===== src/rtl/spi_target_pkg.sv =====
// Shared constants and types for the SPI target memory bridge.
// Holds field widths, the default opcodes and the transaction FSM state encoding.
package spi_target_pkg;

    localparam int unsigned CMD_W  = 8;
    localparam int unsigned ADDR_W = 32;
    localparam int unsigned DATA_W = 32;

    localparam logic [CMD_W-1:0] OP_WRITE = 8'h02;
    localparam logic [CMD_W-1:0] OP_READ  = 8'h0B;

    typedef enum logic [2:0] {
        ST_IDLE,
        ST_CMD,
        ST_ADDR,
        ST_WDATA,
        ST_DUMMY,
        ST_RDATA,
        ST_IGNORE
    } state_t;

endpackage


===== src/rtl/spi_pin_sync.sv =====
// Synchronises the asynchronous SPI pins into clk_i and detects edges.
// Ports: clk_i/rst_i clock and async active-high reset; sclk/cs/sdi raw pins;
//        sclk_rise/sclk_fall/cs_fall/cs_rise one-cycle edge pulses; sdi_s data
//        aligned with the sclk edge pulses.
module spi_pin_sync #(
    parameter int unsigned SYNC_STAGES = 2
) (
    input  logic clk_i,
    input  logic rst_i,
    input  logic sclk,
    input  logic cs,
    input  logic sdi,
    output logic sclk_rise,
    output logic sclk_fall,
    output logic cs_fall,
    output logic cs_rise,
    output logic sdi_s
);

    logic [SYNC_STAGES-1:0] sclk_ff;
    logic [SYNC_STAGES-1:0] cs_ff;
    logic [SYNC_STAGES-1:0] sdi_ff;
    logic                   sclk_prev;
    logic                   cs_prev;

    // cs synchroniser resets to the idle (high) level so reset release creates no edge
    always_ff @(posedge clk_i or posedge rst_i) begin
        if (rst_i) begin
            sclk_ff   <= '0;
            cs_ff     <= '1;
            sdi_ff    <= '0;
            sclk_prev <= 1'b0;
            cs_prev   <= 1'b1;
            sclk_rise <= 1'b0;
            sclk_fall <= 1'b0;
            cs_fall   <= 1'b0;
            cs_rise   <= 1'b0;
            sdi_s     <= 1'b0;
        end else begin
            sclk_ff   <= {sclk_ff[SYNC_STAGES-2:0], sclk};
            cs_ff     <= {cs_ff[SYNC_STAGES-2:0], cs};
            sdi_ff    <= {sdi_ff[SYNC_STAGES-2:0], sdi};
            sclk_prev <= sclk_ff[SYNC_STAGES-1];
            cs_prev   <= cs_ff[SYNC_STAGES-1];
            sclk_rise <= sclk_ff[SYNC_STAGES-1] & ~sclk_prev;
            sclk_fall <= ~sclk_ff[SYNC_STAGES-1] & sclk_prev;
            cs_fall   <= ~cs_ff[SYNC_STAGES-1] & cs_prev;
            cs_rise   <= cs_ff[SYNC_STAGES-1] & ~cs_prev;
            sdi_s     <= sdi_ff[SYNC_STAGES-1];
        end
    end

endmodule


===== src/rtl/spi_target_mem.sv =====
// SPI target that decodes cmd/addr/data frames into req/gnt/rvalid memory accesses.
// Ports: clk_i/rst_i clock and async active-high reset; spi_* SPI pins (mode 0,
//        cs active low, sdo/sdo_oe driven from sclk falls); mem_* memory request
//        port (req held until gnt, read data on a one-cycle rvalid); busy_o frame
//        or access in flight; err_o sticky error until reset.
module spi_target_mem
    import spi_target_pkg::*;
#(
    parameter int unsigned      DUMMY_CYCLES = 34,
    parameter logic [CMD_W-1:0] CMD_WRITE    = OP_WRITE,
    parameter logic [CMD_W-1:0] CMD_READ     = OP_READ,
    parameter int unsigned      SYNC_STAGES  = 2
) (
    input  logic              clk_i,
    input  logic              rst_i,
    input  logic              spi_sclk_i,
    input  logic              spi_cs_i,
    input  logic              spi_sdi_i,
    output logic              spi_sdo_o,
    output logic              spi_sdo_oe_o,
    output logic              mem_req_o,
    output logic              mem_we_o,
    output logic [ADDR_W-1:0] mem_addr_o,
    output logic [DATA_W-1:0] mem_wdata_o,
    input  logic              mem_gnt_i,
    input  logic              mem_rvalid_i,
    input  logic [DATA_W-1:0] mem_rdata_i,
    output logic              busy_o,
    output logic              err_o
);

    localparam int unsigned CNT_MAX = (DUMMY_CYCLES > DATA_W) ? DUMMY_CYCLES : DATA_W;
    localparam int unsigned CNT_W   = $clog2(CNT_MAX + 1);

    logic sclk_rise, sclk_fall, cs_fall, cs_rise, sdi_s;

    spi_pin_sync #(.SYNC_STAGES(SYNC_STAGES)) u_sync (
        .clk_i     (clk_i),
        .rst_i     (rst_i),
        .sclk      (spi_sclk_i),
        .cs        (spi_cs_i),
        .sdi       (spi_sdi_i),
        .sclk_rise (sclk_rise),
        .sclk_fall (sclk_fall),
        .cs_fall   (cs_fall),
        .cs_rise   (cs_rise),
        .sdi_s     (sdi_s)
    );

    state_t              state_q, state_d;
    logic [CNT_W-1:0]    cnt_q, cnt_d;
    logic [DATA_W-1:0]   sr_q, sr_d;
    logic                is_read_q, is_read_d;
    logic [ADDR_W-1:0]   addr_q, addr_d;
    logic [DATA_W-1:0]   rd_sr_q, rd_sr_d;
    logic                sdo_q, sdo_d, oe_q, oe_d;
    logic                req_q, req_d, we_q, we_d;
    logic [ADDR_W-1:0]   maddr_q, maddr_d;
    logic [DATA_W-1:0]   wdata_q, wdata_d;
    logic                rd_pend_q, rd_pend_d;
    logic                rd_live_q, rd_live_d;
    logic [DATA_W-1:0]   rdata_q, rdata_d;
    logic                rdata_ok_q, rdata_ok_d;
    logic                err_q, err_d, busy_q, busy_d;

    logic                issue_wr, issue_rd;
    logic [ADDR_W-1:0]   iss_addr;
    logic [DATA_W-1:0]   iss_wdata;
    logic [DATA_W-1:0]   rx;
    logic [DATA_W-1:0]   load_data;

    // State and datapath registers
    always_ff @(posedge clk_i or posedge rst_i) begin
        if (rst_i) begin
            state_q    <= ST_IDLE;
            cnt_q      <= '0;
            sr_q       <= '0;
            is_read_q  <= 1'b0;
            addr_q     <= '0;
            rd_sr_q    <= '0;
            sdo_q      <= 1'b0;
            oe_q       <= 1'b0;
            req_q      <= 1'b0;
            we_q       <= 1'b0;
            maddr_q    <= '0;
            wdata_q    <= '0;
            rd_pend_q  <= 1'b0;
            rd_live_q  <= 1'b0;
            rdata_q    <= '0;
            rdata_ok_q <= 1'b0;
            err_q      <= 1'b0;
            busy_q     <= 1'b0;
        end else begin
            state_q    <= state_d;
            cnt_q      <= cnt_d;
            sr_q       <= sr_d;
            is_read_q  <= is_read_d;
            addr_q     <= addr_d;
            rd_sr_q    <= rd_sr_d;
            sdo_q      <= sdo_d;
            oe_q       <= oe_d;
            req_q      <= req_d;
            we_q       <= we_d;
            maddr_q    <= maddr_d;
            wdata_q    <= wdata_d;
            rd_pend_q  <= rd_pend_d;
            rd_live_q  <= rd_live_d;
            rdata_q    <= rdata_d;
            rdata_ok_q <= rdata_ok_d;
            err_q      <= err_d;
            busy_q     <= busy_d;
        end
    end

    // Next-state, shift/count and memory-request logic
    always_comb begin
        state_d    = state_q;
        cnt_d      = cnt_q;
        sr_d       = sr_q;
        is_read_d  = is_read_q;
        addr_d     = addr_q;
        rd_sr_d    = rd_sr_q;
        sdo_d      = sdo_q;
        oe_d       = oe_q;
        req_d      = req_q;
        we_d       = we_q;
        maddr_d    = maddr_q;
        wdata_d    = wdata_q;
        rd_pend_d  = rd_pend_q;
        rd_live_d  = rd_live_q;
        rdata_d    = rdata_q;
        rdata_ok_d = rdata_ok_q;
        err_d      = err_q;
        issue_wr   = 1'b0;
        issue_rd   = 1'b0;
        iss_addr   = addr_q;
        iss_wdata  = wdata_q;
        load_data  = '0;
        rx         = {sr_q[DATA_W-2:0], sdi_s};

        // Responses only land while the issuing frame is still live
        if (mem_rvalid_i && rd_pend_q) begin
            rd_pend_d = 1'b0;
            if (rd_live_q) begin
                rdata_d    = mem_rdata_i;
                rdata_ok_d = 1'b1;
            end
        end
        if (req_q && mem_gnt_i) begin
            req_d = 1'b0;
        end

        if (cs_rise) begin
            state_d    = ST_IDLE;
            cnt_d      = '0;
            oe_d       = 1'b0;
            sdo_d      = 1'b0;
            rd_live_d  = 1'b0;
            rdata_ok_d = 1'b0;
        end else if (cs_fall) begin
            // A coincident sclk edge is deliberately not counted
            state_d = ST_CMD;
            cnt_d   = '0;
            oe_d    = 1'b0;
            sdo_d   = 1'b0;
        end else begin
            unique case (state_q)
                ST_CMD: begin
                    if (sclk_rise) begin
                        sr_d = rx;
                        if (cnt_q == CNT_W'(CMD_W - 1)) begin
                            cnt_d = '0;
                            if (rx[CMD_W-1:0] == CMD_WRITE) begin
                                state_d   = ST_ADDR;
                                is_read_d = 1'b0;
                            end else if (rx[CMD_W-1:0] == CMD_READ) begin
                                state_d   = ST_ADDR;
                                is_read_d = 1'b1;
                            end else begin
                                state_d = ST_IGNORE;
                            end
                        end else begin
                            cnt_d = cnt_q + CNT_W'(1);
                        end
                    end
                end
                ST_ADDR: begin
                    if (sclk_rise) begin
                        sr_d = rx;
                        if (cnt_q == CNT_W'(ADDR_W - 1)) begin
                            cnt_d  = '0;
                            addr_d = rx;
                            if (is_read_q) begin
                                state_d  = ST_DUMMY;
                                issue_rd = 1'b1;
                                iss_addr = rx;
                            end else begin
                                state_d = ST_WDATA;
                            end
                        end else begin
                            cnt_d = cnt_q + CNT_W'(1);
                        end
                    end
                end
                ST_WDATA: begin
                    if (sclk_rise) begin
                        sr_d = rx;
                        if (cnt_q == CNT_W'(DATA_W - 1)) begin
                            cnt_d     = '0;
                            state_d   = ST_CMD;
                            issue_wr  = 1'b1;
                            iss_wdata = rx;
                        end else begin
                            cnt_d = cnt_q + CNT_W'(1);
                        end
                    end
                end
                ST_DUMMY: begin
                    if (sclk_rise && cnt_q != CNT_W'(DUMMY_CYCLES)) begin
                        cnt_d = cnt_q + CNT_W'(1);
                    end else if (sclk_fall && cnt_q == CNT_W'(DUMMY_CYCLES)) begin
                        // Late data cannot be recovered: shift zeros and flag it
                        if (rdata_ok_q) begin
                            load_data = rdata_q;
                        end else begin
                            err_d = 1'b1;
                        end
                        sdo_d      = load_data[DATA_W-1];
                        rd_sr_d    = {load_data[DATA_W-2:0], 1'b0};
                        oe_d       = 1'b1;
                        cnt_d      = '0;
                        rdata_ok_d = 1'b0;
                        rd_live_d  = 1'b0;
                        state_d    = ST_RDATA;
                    end
                end
                ST_RDATA: begin
                    if (sclk_rise && cnt_q != CNT_W'(DATA_W)) begin
                        cnt_d = cnt_q + CNT_W'(1);
                    end else if (sclk_fall) begin
                        if (cnt_q == CNT_W'(DATA_W)) begin
                            oe_d    = 1'b0;
                            sdo_d   = 1'b0;
                            cnt_d   = '0;
                            state_d = ST_CMD;
                        end else begin
                            sdo_d   = rd_sr_q[DATA_W-1];
                            rd_sr_d = {rd_sr_q[DATA_W-2:0], 1'b0};
                        end
                    end
                end
                default: ;
            endcase
        end

        // One request slot: an issue while it is still ungranted is dropped
        if (issue_wr || issue_rd) begin
            if (req_q && !mem_gnt_i) begin
                err_d = 1'b1;
            end else begin
                req_d   = 1'b1;
                we_d    = issue_wr;
                maddr_d = iss_addr;
                wdata_d = iss_wdata;
                if (issue_rd) begin
                    rd_pend_d  = 1'b1;
                    rd_live_d  = 1'b1;
                    rdata_ok_d = 1'b0;
                end
            end
        end

        busy_d = (state_d != ST_IDLE) | req_d | rd_pend_d;
    end

    assign spi_sdo_o    = sdo_q;
    assign spi_sdo_oe_o = oe_q;
    assign mem_req_o    = req_q;
    assign mem_we_o     = we_q;
    assign mem_addr_o   = maddr_q;
    assign mem_wdata_o  = wdata_q;
    assign busy_o       = busy_q;
    assign err_o        = err_q;

endmodule

===== config.mk =====
export PLATFORM = sky130hd
export DESIGN_NAME = spi_target_mem
export DESIGN_NICKNAME = d
export VERILOG_FILES = /design/src/rtl/spi_target_pkg.sv /design/src/rtl/spi_pin_sync.sv /design/src/rtl/spi_target_mem.sv
export SDC_FILE = /design/constraint.sdc
export NUM_CORES = 1
export LEC_CHECK = 0
export BUFFER_PORTS_ARGS = -buffer_cell sky130_fd_sc_hd__buf_2
export CAP_MARGIN = 10
export CORE_UTILIZATION = 35
export DETAILED_ROUTE_END_ITERATION = 6
export PLACE_DENSITY = 0.49
export SLEW_MARGIN = 15
export SYNTH_ARGS = -nofsm -noshare
export SYNTH_HDL_FRONTEND = slang
export SYNTH_SLANG_ARGS = --single-unit

===== constraint.sdc =====
create_clock -name clk_i -period 10.7 [get_ports clk_i]
set_clock_uncertainty 0.05 [all_clocks]
set_input_delay 2.14 -clock clk_i [delete_from_list [all_inputs] [get_ports clk_i]]
set_output_delay 2.14 -clock clk_i [all_outputs]
set_load 0.02 [all_outputs]

# After elaboration in Yosys (flattened, before gate mapping)
# Index checks and enable logic that the tools add are counted.
# word_totals
reg_bits,223
inputBits,39
# op_classes
n_addsub,1
mux,104
n_eq_ne,28
bitwise,13
reduce_logical,25
# ops
cell,n
32-bit two-way mux,12
6-bit two-way mux,11
32-bit one-hot mux with 2 select lines,1
1-bit two-way mux,60
3-bit two-way mux,16
6-bit one-hot mux with 4 select lines,1
6-bit AND reduction,3
"4-bit by 2-bit != test with 1-bit output, second input constant",4
3-bit one-hot mux with 5 select lines,1
"6-bit equality test, second input constant",2
"4-bit by 1-bit != test with 1-bit output, second input constant",3
"6-bit != test, second input constant",2
"5-bit by 3-bit != test with 1-bit output, second input constant",2
5-bit AND reduction,2
"8-bit by 2-bit equality test with 1-bit output, second input constant",1
"8-bit by 4-bit equality test with 1-bit output, second input constant",1
"2-bit != test, second input constant",4
8-bit AND reduction,1
1-bit inverter,7
7-bit AND reduction,1
"6-bit by 1-bit adder with 6-bit output, second input constant",1
"3-bit by 2-bit equality test with 1-bit output, second input constant",2
"3-bit equality test, second input constant",2
"6-bit by 3-bit equality test with 1-bit output, second input constant",1
other kinds (18),30

# Depth between registers and ports, before layout
# Gate-level depths: netlist (run 1).
# depth
word_depth,11
ltp_mapped,9
ltp_nobuf,8

# By module
# From an unflattened synthesis (run 1), not the netlist that was laid out.
# hier_totals
hier_cells,754
area_unflattened_um2,9323.9
# modules_own_cells
mod,area_each_um2,cells_per_inst,instances
spi_target_mem,8956.1,736,1
spi_pin_sync,367.9,18,1

# Worst setup path after synthesis (run 1)
# OpenSTA, ideal clock, no wires.
# synth_timing
kind,input-to-reg
start,input port mem_gnt_i
end,register maddr_q[29] (netlist: mem_addr_o[29])
path_slack_ps,7494
arrival_ps,3029
path_buffers,2
stages,7
cell_sequence,nand2b_1 nand4_1 nor2b_1 buf_2 buf_2 nand2_1 o21ai_0
# synth_between
elab_chain_cells,4
# synth_lines
element,line,rtl
from (decl),spi_target_mem.sv:25,"input logic mem_gnt_i,"
1-bit logical NOT,spi_target_mem.sv:258,if (req_q && !mem_gnt_i) begin
1-bit logical AND,spi_target_mem.sv:258,
1-bit inverter (no source line),--,
2-bit AND reduction (no source line),--,
to (signal assigned),spi_target_mem.sv:104,maddr_q <= maddr_d;
to (decl),spi_target_mem.sv:58,"logic [ADDR_W-1:0] maddr_q, maddr_d;"
# Every way passes these cells.
# A chain may end at the register's enable or synchronous reset.

==> run metrics, run 1 <==
r2r endpoint=addr_q[19]$_DFFE_PP0P_; Worst Path Arrival=3.95 ns; FP Rows=59; clk sink count=222; Worst R2R Start=cnt_q[0]$_DFFE_PP0P_; vias in the first global route=5966; CTS root buf=clkbuf_16; WS Path Type=in -> async; placed cells=1151; hold worst-path end=u_sync.sdi_ff[1]$_DFF_PP0_; Max-Slew Margin vs Limit=23.4%; synthesized net count=790; IO buf count=108; Max-cap violations=0; fmax=0.287 GHz; RSZ-0062 raised after global routing=no; final setup vio count=0; Worst Setup End Kind=asynchronous set/reset pin; WL per Instance=16.7 microns; share of cells above drive strength 1=around a third; I/O pins=109; post-synthesis async set-or-reset flop share=between 90% and 100%; die area=27200 sq um; sequential area share after synthesis=about three fifths; Top FF cell, synth=dfrtp_1; worst-path fanout max=148; most frequent cells in the layout=dfrtp_1, mux2_2, buf_2; M1 WL=9360 microns; area leader, netlist=dfrtp_1; Post-Layout Cell Count=between 1000 and 1500; post_cts resized=0; first-pass iteration count of the detailed router=4; most common cell after layout, fill and taps aside=dfrtp_1; gr ovfl total=0; Core Box Area=between 20000 and 30000 sq um; Yosys cell types=57; ANT cells=0; Initial Util=between 30% and 40%; GRT Overall Usage=15.0%; Power Density=166 nW/um^2; Critical Path Max Stage Delay=roughly 0.89 ns; Netlist Area Pre-Place=9290 sq um; status=finished, final reports clean; Routed WL=roughly 20000 microns; CTS max path bufs=3; Period minus WS final=3.48 ns; initial antenna violation count=0; Worst path slowest cell=buf_4; post-DP HPWL=between 10000 and 15000 microns; Syn Area/Cell=12.4 sq um; postcts setup bufs=0; H-tree Lvls=1; Worst Path Required=11.16 ns; Reg clk slew, reported paths=0.06 ns; post-synth top area share=between 50% and 60%; first-pass GRT wire length=32300 microns; TritonCTS Buffers=26; peak supply drop=0.000104 V; total power=between 1.5 and 2 mW; hold path start=u_sync.sdi_ff[0]$_DFF_PP0_; highest metal used=met4; r2r setup slk=between 7 and 8 ns; final instance area=11000 sq um; crit start category=input pin; CTS tree=done; largest net degree at the start of global routing=149; Final Net Count=around 890; hold_ws=0.297 ns; die span in x=165 microns; WP buf/inv=3; Core Util, Final=42.1%; Vias/cell=around 5; Initial DRC Count=roughly 330; setup TNS=0 ns; via count=5962; Final ANT Viol Nets=0; yosys warns=0; setup ws final=slightly above 7 ns; die height=165 microns; final worst-path cycle share=32.6%; Hold WC Path Type=reg -> reg; R2R cell count=5; CP Depth=3; Mapped Cells=between 700 and 800; routed wl met2=8970 microns; Final Wtd Congestion=0.756; Largest delay share family, worst path=buffers and inverters; met3 WL=about 1100 microns; critical-path cell list=buf_2, inv_8, buf_4; Area after DPL=10100 sq um; Final Hold Viols=0; worst skew pair latency=0.54 ns; cts hold-fix bufs=0; DRC=0; top cells by area, synth=dfrtp_1, mux2_2, mux2i_1; Worst Hold Depth=0; pre-CTS setup slack=6.54 ns; Least-Margin Pin Slew=1.15 ns; P&R area growth vs syn=18.2%; max-slew violations=0; leak pwr=5.50 nW; Synth Register Bits=between 200 and 250; number of synthesized flops with an enable pin=0
==> sequential cells by signal, indices dropped and copies added (netlist names), 2 cells and up <==
signal          cells
cnt_q               6
u_sync.sdi_ff       2
sr_q               31
state_q             3
addr_q             32
mem_wdata_o        32
u_sync.cs_ff        2
rdata_q            32
rd_sr_q            31
u_sync.sclk_ff      2
mem_addr_o         32
==> worst register-to-register path: stages (launching register included) <==
cell and delay [ns]:
dfrtp_1 0.42, ha_1 0.28, nand4b_1 0.28, or4_4 0.55
nor2_4 0.82, mux2_2 0.43
==> logic make-up (layout without fill, tap and decap cells) <==
kind of cell	count (synthesis)	after routing	share of synthesized area, %
DFF	222	222	59.9
and+or+nand+nor	205	205	10.8
muxes	160	160	19.0
AOI/OAI and AO/OA	103	103	7.06
buffers and inverters	54	168	2.84
adders and majority gates	3	3	0.404
xor gates and xnor gates	1	1	0.0943
==> cells in the mapped netlist, types with 3 or more instances <==
library cell and instances:
buf_4 6, nor3_1 5, and2_1 3, o31ai_1 3, mux2_2 128, nand4_1 3
nand2b_1 6, nand2_1 77, nand3_1 39, dfstp_2 3, dfrtp_1 219, clkbuf_1 19
buf_2 18, a21o_1 3, nor2_1 40, nor4_1 3, nand4b_1 3, nor2b_1 7
a31oi_1 33, mux2i_1 32, ha_1 3, a21oi_1 10, inv_1 6, o21ai_0 12
o21ai_1 29
==> cell type report <==
| class | instances | area [sq um] |
|---|---|---|
| multi-input combinational | 472 | 3490 |
| timing repair buffer | 116 | 601 |
| tap | 335 | 419 |
| inverter | 6 | 30.0 |
| clock buffer | 41 | 787 |
| fill | 2535 | 15100 |
| clock inverter | 5 | 92.6 |
| sequential | 222 | 5560 |
==> where the power goes <==
part | switching [mW] | leakage [nW] | internal, mW
logic | 0.0356 | 2.02 | 0.0231
clock network | 0.345 | 0.426 | 0.551
registers | 0.0193 | 3.06 | 0.852
total | 0.399 | 5.50 | 1.43
==> worst max path at each step <==
stage	from	endpoint
after global placement	rst_i	rdata_q[17]$_DFFE_PP0P_
after floorplan	rst_i	addr_q[0]$_DFFE_PP0P_
final	rst_i	mem_wdata_o[0]$_DFFE_PP0P_
after detailed placement	rst_i	rdata_q[18]$_DFFE_PP0P_
after CTS	rst_i	rdata_q[19]$_DFFE_PP0P_
after global routing	rst_i	rdata_q[19]$_DFFE_PP0P_
==> metal layers <==
layer	up-vias	global-route usage, %
li1	2838	-
met1	2953	20.3
met2	131	23.8
met3	40	3.72
met4	0	4.00
met5	-	0
Power figures use the tool's default switching activity.
==> inputs of run 2 (changes only) <==
Settings changed: PLACE_DENSITY 0.49 to 0.51.
Clock period 10.7 ns to 3.02 ns, I/O delays scaled along.
==> run metrics, run 2 (same netlist as run 1, synthesis figures left out) <==
max-slew violations=0 (unchanged); Area after DPL=10300 sq um (+2.2%); sequential fraction of design power=48.6% (+0.9 points); die area=27200 sq um (unchanged); die span in x=165 microns (unchanged); Least-Margin Pin Slew=1.12 ns (-0.0340 ns); largest net degree at the start of global routing=63 (-58%); Worst Setup End Kind=flop; hold_ws=0.124 ns (-0.173 ns); FP Rows=59 (unchanged); post-DP HPWL=12900 microns (+9.4%); IO buf count=108 (unchanged); TritonCTS Buffers=25 (-3.8%); initial antenna violation count=0 (unchanged); Max-cap violations=0 (unchanged); switching fraction of total power=22.3% (+0.47 points); crit start category=flop; Reg clk slew, reported paths=0.06 ns (about the same); fmax=0.359 GHz; via count=6077 (+1.9%); setup TNS=0 ns (unchanged); postcts setup bufs=0 (unchanged); R2R cell count=6 (+1); Worst Hold Depth=1 (+1); clock share of power=47.6% (-1.5 points); Core Box Area=26100 sq um (unchanged); share of cells above drive strength 1=36.4% (+1.4 points); gr ovfl total=0 (unchanged); Initial Util=35.6% (unchanged); final setup vio count=0 (unchanged); Final Net Count=904 (+2.0%); clk sink count=222 (unchanged); total power=6.33 mW (+250%); worst skew pair latency=0.53 ns (about the same); Final Hold Viols=0 (unchanged); WS Path Type=reg -> reg; P&R area growth vs syn=20.1%; DRC=0 (unchanged); vias in the first global route=6132 (+2.8%); peak supply drop=0.000466 V (+350%); final instance area=11200 sq um (+1.6%); CTS root buf=clkbuf_16; most frequent cells in the layout=dfrtp_1, mux2_2, buf_2; first-pass GRT wire length=32900 microns (+1.7%); Period minus WS final=2.79 ns; Worst Path Arrival=3.15 ns (-0.80 ns); WL per Instance=17.0 microns (+2.1%); Final Wtd Congestion=0.817 (+8.0%); post_cts resized=0 (unchanged); Hold WC Path Type=in -> reg; H-tree Lvls=1 (unchanged); CTS max path bufs=3 (unchanged); Final ANT Viol Nets=0 (unchanged); P_sw=1.41 mW (+250%); first-pass iteration count of the detailed router=4 (unchanged); CTS tree=done; P_int=4.91 mW (+240%); Routed WL=20600 microns (+3.5%); Initial DRC Count=339 (+4.3%); Power Density=567 nW/um^2 (+240%); setup ws final=0.232 ns (-6.98 ns); RSZ-0062 raised after global routing=no; I/O pins=109 (unchanged); Vias/cell=5.01 (+0.50%); leak pwr=5.60 nW (+1.8%); Max-Slew Margin vs Limit=25.3% (+1.9 points); Comb pwr share=3.8% (+0.6 points); status=finished, final reports clean; most common cell after layout, fill and taps aside=dfrtp_1; GRT Overall Usage=15.3% (+0.30 points); final worst-path cycle share=92.3%; ANT cells=0 (unchanged); worst-path fanout max=33 (-78%); die height=165 microns (unchanged); pre-CTS setup slack=0.240 ns (-6.30 ns); Worst Path Required=3.38 ns (-7.78 ns)
-- run 2: final timing paths --
check	start	endpoint	slack (ns)
max in group asynchronous	rst_i	u_sync.cs_prev$_DFF_PP1_	2.07
max reg2reg	cnt_q[0]$_DFFE_PP0P_	mem_wdata_o[5]$_DFFE_PP0P_	0.23
max	cnt_q[0]$_DFFE_PP0P_	mem_wdata_o[5]$_DFFE_PP0P_	0.23
min reg2reg	u_sync.sdi_ff[1]$_DFF_PP0_	u_sync.sdi_s$_DFF_PP0_	0.30
min in group asynchronous	rst_i	mem_req_o$_DFF_PP0_	0.17
min	spi_cs_i	u_sync.cs_ff[0]$_DFF_PP1_	0.12
-- run 2: metrics by stage --
step           util, %  cells
3_3_place_gp      39.6   1169
2_1_floorplan        -    748
5_1_grt           42.8   1214
4_1_cts           42.8   1213
6_report          42.8   1214
3_5_place_dp      39.6   1169
-- run 2: power by group through the flow --
| stage | clock, mW | combinational (mW) | sequential (mW) |
|---|---|---|---|
| 2_1_floorplan | 0 | 0.154 | 3.11 |
| 3_3_place_gp | 0 | 0.248 | 3.13 |
| 3_5_place_dp | 0 | 0.249 | 3.13 |
| 4_1_cts | 3.11 | 0.251 | 3.08 |
| 5_1_grt | 3.22 | 0.272 | 3.09 |
| 6_report | 3.01 | 0.241 | 3.08 |
-- run 2: routing by layer --
layer / GRT usage, % / vias to the layer above / routed length, microns
met3: 2.71 / 36 / 997
met4: 4.55 / 0 / 439
li1: - / 2874 / -
met5: 0 / - / 0
met2: 24.3 / 138 / 9360
met1: 21.2 / 3029 / 9850
-- run 2: critical path, stage by stage, from the launching register on --
cell and delay [ns]:
dfrtp_1 0.41, ha_1 0.26, nand4b_1 0.27, or4_4 0.54, nor2_4 0.23, buf_4 0.49, mux2_2 0.39
-- run 2: timing repair --
| item | CTS | global route |
|---|---|---|
| hold endpoints to repair | 0 | 0 |
| hold buffers | 0 | 0 |
| endpoints found under the setup margin | 0 | 2 |
-- run 2: cell type report --
class	count	area, sq um
Fill cell	2508	14900
Clock buffer	41	796
Clock inverter	3	30.0
Tap cell	335	419
Inverter	6	26.3
Multi-Input combinational cell	473	3500
Timing Repair Buffer	134	823
Sequential cell	222	5560
==> inputs of run 3 (changes only) <==
Settings changed: CTS_BUF_LIST from default to sky130_fd_sc_hd__clkbuf_16.
==> run metrics, run 3 (same netlist as run 1, synthesis figures left out) <==
gr ovfl total=0 (unchanged); final-layout fill cell count=2522 (+0.56%); Initial DRC Count=391 (+15%); vias in the first global route=6110 (-0.36%); Final ANT Viol Nets=0 (unchanged); DRC=0 (unchanged); final setup vio count=0 (unchanged); placed cells=1169 (unchanged); Least-Margin Pin Slew=1.10 ns (-0.0162 ns); IO buf count=108 (unchanged); Comb pwr share=4.0% (+0.2 points); TritonCTS Buffers=25 (unchanged); Power Density=544 nW/um^2 (-4.1%); first-pass iteration count of the detailed router=4 (unchanged); via count=6058 (-0.31%); initial antenna violation count=0 (unchanged); sequential fraction of design power=51.2% (+2.6 points); Final Net Count=904 (unchanged); Vias/cell=4.99 (-0.31%); FP Rows=59 (unchanged); Critical Path Max Stage Delay=0.54 ns (about the same); Post-Layout Cell Count=1214 (unchanged); Hold WC Path Type=in -> reg; postcts setup bufs=0 (unchanged); hold_ws=0.128 ns (+0.00440 ns); WP buf/inv=1 (unchanged); worst-path fanout max=33 (unchanged); most frequent cells in the layout=dfrtp_1, mux2_2, buf_2; RSZ-0062 raised after global routing=no; P_sw=1.39 mW (-1.4%); max-slew violations=0 (unchanged); Worst path slowest cell=or4_4; Core Box Area=26100 sq um (unchanged); P&R area growth vs syn=18.9%; register area=5560 sq um (unchanged); Period minus WS final=2.78 ns (-0.00661 ns); GRT Overall Usage=15.2% (-0.027 points); die area=27200 sq um (unchanged); Worst Path Required=3.38 ns (about the same); Final Wtd Congestion=0.817 (unchanged); I/O pins=109 (unchanged); largest net degree at the start of global routing=63 (unchanged); status=finished, final reports clean; Reg clk slew, reported paths=0.06 ns (about the same); Max-Slew Margin vs Limit=26.4% (+1.1 points); Worst Setup End Kind=flop; Max-cap violations=0 (unchanged); die height=165 microns (unchanged); die span in x=165 microns (unchanged); P_int=4.62 mW (-6.0%); ANT cells=0 (unchanged); Area after DPL=10300 sq um (unchanged); CTS tree=done; WS Path Type=reg -> reg; most common cell after layout, fill and taps aside=dfrtp_1; Routed WL=20600 microns (-0.10%); post-DP HPWL=12900 microns (unchanged); Final Hold Viols=0 (unchanged); clock share of power=44.8% (-2.8 points); share of cells above drive strength 1=35.2% (-1.3 points); H-tree Lvls=1 (unchanged); final instance area=11000 sq um (-0.99%); Largest delay share family, worst path=simple AND/OR/NAND/NOR gates; first-pass GRT wire length=32800 microns (-0.19%); final worst-path cycle share=92.1% (-0.22 points); peak supply drop=0.000458 V (-1.7%); critical-path cell list=ha_1, nand4b_1, or4_4, nor2_4, buf_4, mux2_2; clk sink count=222 (unchanged); leak pwr=5.56 nW (-0.73%); Multi-input gate area=3500 sq um (unchanged); cts hold-fix bufs=0 (unchanged); WL per Instance=17.0 microns (-0.10%); crit start category=flop; switching fraction of total power=23.2% (+0.85 points); CTS max path bufs=3 (unchanged); CTS root buf=clkbuf_16; Worst Path Arrival=3.14 ns (about the same); fmax=0.360 GHz (+0.24%); setup TNS=0 ns (unchanged); worst skew pair latency=0.53 ns (about the same); Initial Util=35.6% (unchanged)
run 3: changes by cell type in the layout (fill, tap and decap cells not counted), sizes merged:
cell    before  now
clkbuf      41   25
clkinv       2   13
inv          6   11
run 3: metal layers:
layer | vias up | track usage (%) | routed length (microns)
met2 | 140 | 24.2 | 9410
met5 | - | 0 | 0
met4 | 0 | 4.38 | 357
met1 | 3009 | 21.2 | 9940
li1 | 2877 | - | -
met3 | 32 | 2.71 | 916
run 3: final timing paths:
check / from / slack [ns] / cells after the start / end
hold reg to reg: u_sync.sdi_ff[1]$_DFF_PP0_ / 0.30 / 0 / u_sync.sdi_s$_DFF_PP0_
min in group asynchronous: rst_i / 0.17 / 2 / mem_req_o$_DFF_PP0_
setup reg to reg: cnt_q[1]$_DFFE_PP0P_ / 0.24 / 6 / mem_wdata_o[7]$_DFFE_PP0P_
max in group asynchronous: rst_i / 2.06 / 3 / sr_q[6]$_DFFE_PP0P_
hold / removal: spi_cs_i / 0.13 / 1 / u_sync.cs_ff[0]$_DFF_PP1_
setup / recovery: cnt_q[1]$_DFFE_PP0P_ / 0.24 / 6 / mem_wdata_o[7]$_DFFE_PP0P_
run 3: cell type report:
| class | instances | area share [%] |
|---|---|---|
| Clock buffer | 25 | 5.67 |
| Clock inverter | 19 | 0.816 |
| Inverter | 6 | 0.238 |
| Multi-Input combinational cell | 473 | 31.7 |
| Sequential cell | 222 | 50.3 |
| Tap cell | 335 | 3.80 |
| Timing Repair Buffer | 134 | 7.46 |
run 3: worst reg2reg max path, delay by kind of cell (launching register included):
kind / cells / cell delay, ns
AND/OR/NAND/NOR: 3 / 1.04
buffers and inverters: 1 / 0.49
flip-flops: 1 / 0.41
multiplexers: 1 / 0.41
adder cells (fa/ha/maj): 1 / 0.27
run 3: stage by stage:
step	total power [mW]	setup WS [ns]	util (%)
floorplan	3.26	-0.528	-
global placement	3.38	0.287	39.6
detailed placement	3.38	0.240	39.6
CTS	6.13	0.251	42.3
global route	6.26	0.0650	42.4
finish	6.01	0.239	42.4
run 3: repair_timing:
item	in CTS	in global routing
gates resized for setup	0	0
hold endpoints to repair	0	0
setup endpoints to repair	0	2
run 3: power by group through the flow:
stage / clock network, mW / logic, mW / registers, mW
3_3_place_gp: 0 / 0.248 / 3.13
2_1_floorplan: 0 / 0.154 / 3.11
3_5_place_dp: 0 / 0.249 / 3.13
4_1_cts: 2.80 / 0.251 / 3.08
6_report: 2.69 / 0.242 / 3.08
5_1_grt: 2.91 / 0.272 / 3.09
